--- src/rtl/product_bank_ctrl_pkg.sv ---
// Shared control types for the tile-LUT datapath controllers.
// DIM_A falls back to 4 when the build does not define it.
`ifndef DIM_A
`define DIM_A 4
`endif

package tlut_ctrl_pkg;

    typedef enum logic [1:0] {
        IDLE = 2'd0,
        FILL = 2'd1,
        FULL = 2'd2
    } bank_state_e;

    localparam int COL_W = $clog2(`DIM_A + 1);

endpackage

--- src/rtl/product_bank_ctrl_if.sv ---
// Control/handshake bundle between the product bank controller and its job/stream peers.
`ifndef DIM_A
`define DIM_A 4
`endif

interface product_bank_ctrl_if #(
    parameter int DIM_A  = `DIM_A,
    parameter int TILE_W = 16,
    parameter int COL_W  = $clog2(DIM_A + 1)
);

    logic              start;
    logic [COL_W-1:0]  cfg_cols;
    logic [TILE_W-1:0] cfg_tiles;
    logic              abort;
    logic              in_valid;
    logic              in_ready;
    logic [DIM_A-1:0]  enable;
    logic              out_valid;
    logic              out_ready;
    logic [COL_W-1:0]  out_cols;
    logic              busy;
    logic              done;
    logic              cfg_err;

    modport master (
        output start, cfg_cols, cfg_tiles, abort, in_valid, out_ready,
        input  in_ready, enable, out_valid, out_cols, busy, done, cfg_err
    );

    modport slave (
        input  start, cfg_cols, cfg_tiles, abort, in_valid, out_ready,
        output in_ready, enable, out_valid, out_cols, busy, done, cfg_err
    );

endinterface

--- src/rtl/product_bank_ctrl.sv ---
// Column sequencer for the register_product bank: steers each accumulated vector into the
// next column via a one-hot write strobe and hands the bank off as a tile once it is full.
`ifndef DIM_A
`define DIM_A 4
`endif

module product_bank_ctrl #(
    parameter int DIM_A  = `DIM_A,
    parameter int TILE_W = 16,
    parameter int COL_W  = $clog2(DIM_A + 1)
) (
    input  logic          clk,
    input  logic          rst_n,
    product_bank_ctrl_if.slave bus
);

    import tlut_ctrl_pkg::*;

    localparam logic [COL_W-1:0]  MAX_COLS = COL_W'(DIM_A);
    localparam logic [COL_W-1:0]  COL_ONE  = COL_W'(1);
    localparam logic [TILE_W-1:0] TILE_ONE = TILE_W'(1);

    bank_state_e       state_q, state_d;
    logic [COL_W-1:0]  col_q, col_d;
    logic [COL_W-1:0]  cols_q, cols_d;
    logic [TILE_W-1:0] tiles_left_q, tiles_left_d;
    logic              done_q, done_d;
    logic              cfg_err_q, cfg_err_d;
    logic              cfg_legal;
    logic              last_col;
    logic              write_col;

    assign cfg_legal = (bus.cfg_cols != '0) && (bus.cfg_cols <= MAX_COLS) &&
                       (bus.cfg_tiles != '0);
    assign last_col  = ((col_q + COL_ONE) == cols_q);
    // Abort masks the strobe so a cancelled job never lands a partial write in the bank.
    assign write_col = (state_q == FILL) && bus.in_valid && !bus.abort;

    always_comb begin
        state_d      = state_q;
        col_d        = col_q;
        cols_d       = cols_q;
        tiles_left_d = tiles_left_q;
        done_d       = 1'b0;
        cfg_err_d    = 1'b0;

        if (bus.abort) begin
            state_d      = IDLE;
            col_d        = '0;
            tiles_left_d = '0;
        end else begin
            unique case (state_q)
                IDLE: begin
                    if (bus.start) begin
                        if (cfg_legal) begin
                            cols_d       = bus.cfg_cols;
                            tiles_left_d = bus.cfg_tiles;
                            col_d        = '0;
                            state_d      = FILL;
                        end else begin
                            cfg_err_d = 1'b1;
                        end
                    end
                end
                FILL: begin
                    if (bus.in_valid) begin
                        if (last_col) begin
                            col_d   = '0;
                            state_d = FULL;
                        end else begin
                            col_d = col_q + COL_ONE;
                        end
                    end
                end
                FULL: begin
                    // Leaving FULL always passes through FILL's first cycle, so a
                    // following tile can never overwrite the one being consumed.
                    if (bus.out_ready) begin
                        if (tiles_left_q > TILE_ONE) begin
                            tiles_left_d = tiles_left_q - TILE_ONE;
                            state_d      = FILL;
                        end else begin
                            state_d = IDLE;
                            done_d  = 1'b1;
                        end
                    end
                end
                default: state_d = IDLE;
            endcase
        end
    end

    always_ff @(posedge clk or negedge rst_n) begin
        if (!rst_n) begin
            state_q      <= IDLE;
            col_q        <= '0;
            cols_q       <= '0;
            tiles_left_q <= '0;
            done_q       <= 1'b0;
            cfg_err_q    <= 1'b0;
        end else begin
            state_q      <= state_d;
            col_q        <= col_d;
            cols_q       <= cols_d;
            tiles_left_q <= tiles_left_d;
            done_q       <= done_d;
            cfg_err_q    <= cfg_err_d;
        end
    end

    assign bus.in_ready  = (state_q == FILL);
    assign bus.enable    = write_col ? (DIM_A'(1) << col_q) : '0;
    assign bus.out_valid = (state_q == FULL);
    assign bus.out_cols  = cols_q;
    assign bus.busy      = (state_q != IDLE);
    assign bus.done      = done_q;
    assign bus.cfg_err   = cfg_err_q;

endmodule
--- src/flat_wrapper.sv ---
// flat-port wrapper written by rule: the top's interface ports become plain ports
module product_bank_ctrl_flat import tlut_ctrl_pkg::*;
#(
    parameter int DIM_A  = `DIM_A,
    parameter int TILE_W = 16,
    parameter int COL_W  = $clog2(DIM_A + 1)
)
  (clk, rst_n, bus_start, bus_cfg_cols, bus_cfg_tiles, bus_abort, bus_in_valid, bus_out_ready, bus_in_ready, bus_enable, bus_out_valid, bus_out_cols, bus_busy, bus_done, bus_cfg_err);
  product_bank_ctrl_if #(.DIM_A(DIM_A), .TILE_W(TILE_W), .COL_W(COL_W)) bus_i ();
  input  logic clk;
  input  logic rst_n;
  input wire logic [$bits(bus_i.start)-1:0] bus_start;
  input wire logic [$bits(bus_i.cfg_cols)-1:0] bus_cfg_cols;
  input wire logic [$bits(bus_i.cfg_tiles)-1:0] bus_cfg_tiles;
  input wire logic [$bits(bus_i.abort)-1:0] bus_abort;
  input wire logic [$bits(bus_i.in_valid)-1:0] bus_in_valid;
  input wire logic [$bits(bus_i.out_ready)-1:0] bus_out_ready;
  output wire logic [$bits(bus_i.in_ready)-1:0] bus_in_ready;
  output wire logic [$bits(bus_i.enable)-1:0] bus_enable;
  output wire logic [$bits(bus_i.out_valid)-1:0] bus_out_valid;
  output wire logic [$bits(bus_i.out_cols)-1:0] bus_out_cols;
  output wire logic [$bits(bus_i.busy)-1:0] bus_busy;
  output wire logic [$bits(bus_i.done)-1:0] bus_done;
  output wire logic [$bits(bus_i.cfg_err)-1:0] bus_cfg_err;
  assign bus_i.start = bus_start;
  assign bus_i.cfg_cols = bus_cfg_cols;
  assign bus_i.cfg_tiles = bus_cfg_tiles;
  assign bus_i.abort = bus_abort;
  assign bus_i.in_valid = bus_in_valid;
  assign bus_i.out_ready = bus_out_ready;
  assign bus_in_ready = bus_i.in_ready;
  assign bus_enable = bus_i.enable;
  assign bus_out_valid = bus_i.out_valid;
  assign bus_out_cols = bus_i.out_cols;
  assign bus_busy = bus_i.busy;
  assign bus_done = bus_i.done;
  assign bus_cfg_err = bus_i.cfg_err;
  product_bank_ctrl #(.DIM_A(DIM_A), .TILE_W(TILE_W), .COL_W(COL_W)) u_core (.clk(clk), .rst_n(rst_n), .bus(bus_i));
endmodule
--- config.mk ---
export PLATFORM = sky130hd
export DESIGN_NAME = product_bank_ctrl_flat
export DESIGN_NICKNAME = d
export VERILOG_FILES = /design/src/rtl/product_bank_ctrl_pkg.sv /design/src/rtl/product_bank_ctrl_if.sv /design/src/rtl/product_bank_ctrl.sv /design/src/flat_wrapper.sv
export SDC_FILE = /design/constraint.sdc
export NUM_CORES = 1
export LEC_CHECK = 0
export CAP_MARGIN = 20
export CORE_ASPECT_RATIO = 0.5
export CORE_MARGIN = 1
export CORE_UTILIZATION = 53
export CTS_BUF_LIST = sky130_fd_sc_hd__clkbuf_4
export DETAILED_ROUTE_END_ITERATION = 7
export GPL_TIMING_DRIVEN = 0
export PLACE_DENSITY = 0.93
export SKIP_LAST_GASP = 1
export SLEW_MARGIN = 20
export SYNTH_ARGS = -nofsm -noshare
export SYNTH_HDL_FRONTEND = slang
export SYNTH_SLANG_ARGS = --single-unit
--- constraint.sdc ---
create_clock -name clk -period 2.9 [get_ports clk]
set_clock_uncertainty 0.2 [all_clocks]
set_input_delay 0.435 -clock clk [delete_from_list [all_inputs] [get_ports clk]]
set_output_delay 0.435 -clock clk [all_outputs]
set_load 0.02 [all_outputs]
==> results.toml, run 1 <==
[critical_path]
start_kind = "register"
crit_fanout = 10
rr_worst_depth = 7
r2r-start = "u_core.state_q[0]"
cp_data_required_time_ns = 2.27
cp-end-kind = "output port"
worst-r2r-setup-slack_ns = 0.25
r2r_end = "u_core.tiles_left_q[1]"
arrival_ns = 2.12
worstSetupPathType = "reg -> out"

[status]
status = "completed"

[global_route]
grt_usage = 0.3083
grt_pass1_vias = 1700
grt_max_degree = 27
grt_overflow = 0
grt_pass1_wl_mm = 8.576
antenna_found_initial = 0

[cts]
insertion_delay_ns = 0.34
cts_buffers = 3
clk_pin_slew_ns = 0.15
htreeDepth = 1
tritoncts = "done"
clockBufferDepth = 2
cts.sinks = 26
root_buffer = "clkbuf_4"

[power_and_ir_drop]
power.density_mw_per_mm2 = 451.2
power_leakage_nw = 1.052
peakVddDrop_mv = 0.2336

[timing]
relSlewSlack = 0.5491
whs_ns = 0.1958
setup_viol = 0
max_freq_ghz = 0.3630
finalCritPeriodShare = 0.9500
slew_viol_final = 0
hold_viol = 0
min_period_ns = 2.755
worst_pin_slew_ns = 0.6701
rsz0062_at_grt = "no"

[synthesis]
yosysUniqueCellTypes = 48
synth-seq-cells = 26
ys_warn_count = 0
netlist_area_sq_mm = 0.001829
synth_edf_count = 0
yosysSeqAreaShare = 0.3557
syn_nets = 240
yosys.area.top_type = "dfrtp_1"
synth_top_area_frac = 0.3557
async_flop_share = 1.000
ys_top_cells_by_area = "dfrtp_1, ha_1, a21oi_1"
synthFlopType = "dfrtp_1"
syn-mean-instance-area_sq_um = 8.794
syn_inst = 208

[placed_design]
gp_congestion = 0.9743
port_buffers = 35
place_area_sq_mm = 0.002225
dp_hpwl_mm = 3.928

[detailed_routing]
vias = 1854
via_per_inst = 6.415
drt-pass1-iter-count = 5
drc_errors = 0
totalWireLength_mm = 5.306
dr.first_iter.drc_count = 212
wl_per_cell_um = 18.36
ant_nets = 0

[die]
die_height_um = 43.54
io_pins = 37
initial_utilization = 0.5834
die_area_sq_mm = 0.003705
die_w_um = 85.09
rows = 14
core-area_sq_mm = 0.003136

[cells_and_area]
layout-drive-gt1-share = 0.1325
antenna_cells = 0
area_growth_pct = 26.27
fin_nets = 282
post-route-cell-area_sq_mm = 0.002310
utilization = 0.7366

[min_path]
hold_end = "u_core.state_q[0]"
hp-start = "bus_abort"
hold_depth = 4
hold_path_class = "in -> reg"

[job]
drv_cap = 0
## cells in the final DEF, fill, tap and decap left out, drive strengths merged, types with 2 or more instances in the layout
cell type | Yosys | layout
clkdlybuf4s50 | 0 | 31
dfrtp | 26 | 26
o21ai | 20 | 20
nor3 | 16 | 16
a21oi | 16 | 16
nor2 | 16 | 16
inv | 11 | 11
nand2 | 10 | 10
buf | 8 | 10
o31ai | 9 | 9
ha | 7 | 7
nor4 | 6 | 6
o22ai | 5 | 5
clkbuf | 2 | 5
nand2b | 4 | 4
and3 | 4 | 4
dlymetal6s2s | 1 | 4
nor3b | 4 | 4
and2 | 3 | 3
o41ai | 3 | 3
mux2 | 3 | 3
o32ai | 3 | 3
or2 | 3 | 3
or3 | 3 | 3
a22oi | 3 | 3
nand3 | 2 | 2
or4 | 2 | 2
a31oi | 2 | 2
a2bb2oi | 2 | 2
xnor2 | 2 | 2
a32oi | 2 | 2
or3b | 2 | 2
## routing by layer
layer,share of wire,vias up,global-route usage
met2,0.45,106,0.4919
met1,0.44,883,0.4303
met3,0.10,6,0.08571
met5,0,-,0
li1,-,859,-
met4,0.0077,0,0.05763
## logic make-up after synthesis
family,synth area share
multiplexers,0.01847
AND/OR/NAND/NOR,0.2394
buffers and inverters,0.07044
AO/OA/AOI/OAI,0.2538
XOR/XNOR,0.01437
flip-flops,0.3557
adder cells (fa/ha/maj),0.04788
## repair_timing
action                     CTS  global route
setup endpoints to repair    3             4
hold buffers                 1             0
gates resized for setup      0             6
setup buffers                1             0
hold endpoints to repair    26             0
## area by class of cell
cell class,instances,area [sq um]
inverter,11,41.29
multi-input combinational,160,1057
buffer,11,87.58
fill,215,825.8
clock buffer,3,22.52
sequential,26,650.6
timing repair buffer,37,370.4
clock inverter,1,30.03
tap,40,50.05
## report_power, final
| part | internal, mW | switching (mW) | total [mW] |
|---|---|---|---|
| combinational | 0.160 | 0.193 | 0.353 |
| sequential | 0.395 | 0.0346 | 0.429 |
| clock | 0.140 | 0.120 | 0.260 |
## worst max path at each step
stage	from	end	slack, ns
6_report	u_core.state_q[0]	bus_out_valid	0.15
5_1_grt	u_core.state_q[0]	bus_out_valid	0.06
4_1_cts	u_core.state_q[1]	bus_enable[2]	0.006
3_5_place_dp	bus_cfg_tiles[3]	u_core.tiles_left_q[10]	-0.07
3_3_place_gp	bus_cfg_tiles[6]	u_core.tiles_left_q[5]	-0.009
2_1_floorplan	u_core.tiles_left_q[1]	u_core.tiles_left_q[15]	0.74
## critical path, stage by stage (launching register included)
cell,delay (ns)
dfrtp_1,0.40
buf_4,0.15
nand2b_1,0.14
buf_2,0.19
inv_1,0.14
buf_6,0.17
clkdlybuf4s50_1,0.61
## state kept, by name, summed over array words and instances (netlist names)
signal,count
u_core.bus.out_cols,3
u_core.col_q,3
u_core.tiles_left_q,16
u_core.bus.cfg_err,1
u_core.state_q,2
u_core.bus.done,1
## through the flow
| step | setup TNS (ns) | total power, mW | worst slack, ns | cells |
|---|---|---|---|---|
| 4_1_cts | 0 | 1.030 | 0.006170 | 289 |
| 2_1_floorplan | 0 | 0.6391 | 0.7413 | 208 |
| 3_5_place_dp | -0.4035 | 0.7727 | -0.06674 | 283 |
| 5_1_grt | 0 | 1.088 | 0.05872 | 289 |
| 3_3_place_gp | -0.01751 | 0.7697 | -0.009396 | 283 |
| 6_report | 0 | 1.042 | 0.1451 | 289 |
## Yosys cell counts (3+ instances only)
library cell and number:
o31ai_1 9, nand2_1 10, and2_1 3, dfrtp_1 26
nor4_1 6, o32ai_1 3, nor3_1 16, and3_1 4
o41ai_1 3, o21ai_1 3, inv_1 11, a21oi_1 16
mux2_2 3, nor2_1 16, o21ai_0 13, buf_2 4
nand2b_1 4, buf_6 3, ha_1 7, o21ai_2 4
o22ai_1 5, nor3b_1 4
(Power assumes the default switching activity.)
==> run 2: changes to the inputs <==
--- a/config.mk
+++ b/config.mk
@@ -12,7 +12,7 @@
 export CTS_BUF_LIST = sky130_fd_sc_hd__clkbuf_4
 export DETAILED_ROUTE_END_ITERATION = 7
 export GPL_TIMING_DRIVEN = 0
-export PLACE_DENSITY = 0.93
+export PLACE_DENSITY = 0.82
 export SKIP_LAST_GASP = 1
 export SLEW_MARGIN = 20
 export SYNTH_ARGS = -nofsm -noshare
==> results.toml, run 2 (synthesized netlist as in run 1, its figures left out) <==
[placed_design]
numPlacedInstances = 283
gp_congestion = 0.9430
dp_hpwl_mm = 3.675
place_area_sq_mm = 0.002225
port_buffers = 35

[die]
die_area_sq_mm = 0.003705
initial_utilization = 0.5834
core-area_sq_mm = 0.003136
die_w_um = 85.09
die_height_um = 43.54
rows = 14
io_pins = 37

[timing]
finalCritPeriodShare = 0.9644
hold_viol = 0
min_period_ns = 2.797
max_freq_ghz = 0.3575
worst_pin_slew_ns = 0.6950
slew_viol_final = 0
rsz0062_at_grt = "no"
relSlewSlack = 0.5324
setup_viol = 0

[cells_and_area]
area_growth_pct = 25.99
layout-drive-gt1-share = 0.1245
fillerInstances = 239
layout_common_cells = "clkdlybuf4s50_1, dfrtp_1, nor3_1, a21oi_1, nor2_1"
post-route-cell-area_sq_mm = 0.002305
largest_reg_flops = 16
fin_nets = 282
utilization = 0.7350
instances_no_fill = 289
final_common_cell = "clkdlybuf4s50_1"
largest_register = "u_core.tiles_left_q"
antenna_cells = 0

[critical_path]
crit_fanout = 10
worstSetupPathType = "reg -> out"
cp_data_required_time_ns = 2.27
cp-end-kind = "output port"
start_kind = "register"
arrival_ns = 2.16

[detailed_routing]
ant_nets = 0
dr.first_iter.drc_count = 140
totalWireLength_mm = 4.997
wl_per_cell_um = 17.29
via_per_inst = 6.353
drc_errors = 0
drt-pass1-iter-count = 5
vias = 1836

[job]
drv_cap = 0

[cts]
clk_pin_slew_ns = 0.15
cts_buffers = 3
htreeDepth = 1
root_buffer = "clkbuf_4"
cts.sinks = 26
insertion_delay_ns = 0.33
tritoncts = "done"
clockBufferDepth = 2

[global_route]
grt_pass1_vias = 1683
grt_usage = 0.2928
antenna_found_initial = 0
grt_pass1_wl_mm = 8.266
grt_overflow = 0
grt_max_degree = 27

[power_and_ir_drop]
peakVddDrop_mv = 0.2929
fin_total_pwr_mw = 1.030
power_leakage_nw = 1.053
power.density_mw_per_mm2 = 447.0

[status]
status = "completed"

[min_path]
hold_path_class = "in -> reg"
-- run 2: cell count changes in the layout (fill, tap and decap cells not counted) --
| cell | previous run | this run |
|---|---|---|
| nor2_1 | 13 | 15 |
| nor2_2 | 3 | 1 |
-- run 2: per-layer routing --
metal  vias up  part of all wire  track usage
met1       859              0.44       0.4262
met2       113              0.44       0.4597
met5         -                 0            0
met4         0            0.0034      0.03729
li1        862                 -            -
met3         2              0.11      0.07238
-- run 2: path summary, 6_finish.rpt --
| path | startpoint | end | slack (ns) | cells after the start |
|---|---|---|---|---|
| min in group asynchronous | rst_n | u_core.tiles_left_q[10] | 0.44 | 2 |
| worst max register to register | u_core.tiles_left_q[8] | u_core.tiles_left_q[1] | 0.22 | 6 |
| worst min register to register | u_core.tiles_left_q[7] | u_core.tiles_left_q[7] | 0.35 | 2 |
| worst max-delay path | u_core.state_q[0] | bus_out_valid | 0.10 | 6 |
| max in group asynchronous | rst_n | u_core.tiles_left_q[1] | 1.67 | 2 |
| worst min-delay path | bus_abort | u_core.state_q[0] | 0.18 | 4 |
-- run 2: stage by stage --
step / TNS (ns) / worst slack (ns) / hold slack (ns)
final: 0 / 0.1032 / 0.1841
after global routing: 0 / 0.003195 / 0.1791
after CTS: 0 / 0.02766 / 0.1918
after detailed placement: -0.7369 / -0.08919 / 0.2758
after global placement: -0.5145 / -0.07255 / 0.3069
after floorplan: 0 / 0.7413 / -0.06059
-- run 2: report_power, final --
group          internal, mW  total (mW)  switching (mW)
combinational         0.159       0.347           0.187
sequential            0.395       0.429          0.0344
clock                 0.140       0.254           0.115
-- run 2: layout make-up --
| class | instances | area (sq um) | share of cell area |
|---|---|---|---|
| Sequential cell | 26 | 650.6 | 0.2823 |
| Multi-Input combinational cell | 160 | 1052 | 0.4566 |
| Inverter | 11 | 41.29 | 0.01792 |
| Clock buffer | 3 | 22.52 | 0.009772 |
| Timing Repair Buffer | 37 | 370.4 | 0.1607 |
| Clock inverter | 1 | 30.03 | 0.01303 |
| Tap cell | 40 | 50.05 | 0.02172 |
| Buffer | 11 | 87.58 | 0.03800 |
-- run 2: repair_timing --
item,in CTS,in global routing
endpoints found under the hold margin,26,0
hold buffers,1,0
buffers inserted,0,1
gates resized for setup,0,4
endpoints found under the setup margin,0,3
-- run 2: worst max-delay path: stages, from the launching register on --
cell and delay [ns]:
dfrtp_1 0.45, buf_4 0.15, nand2b_1 0.12, buf_2 0.18, inv_1 0.14, buf_6 0.17, clkdlybuf4s50_1 0.61
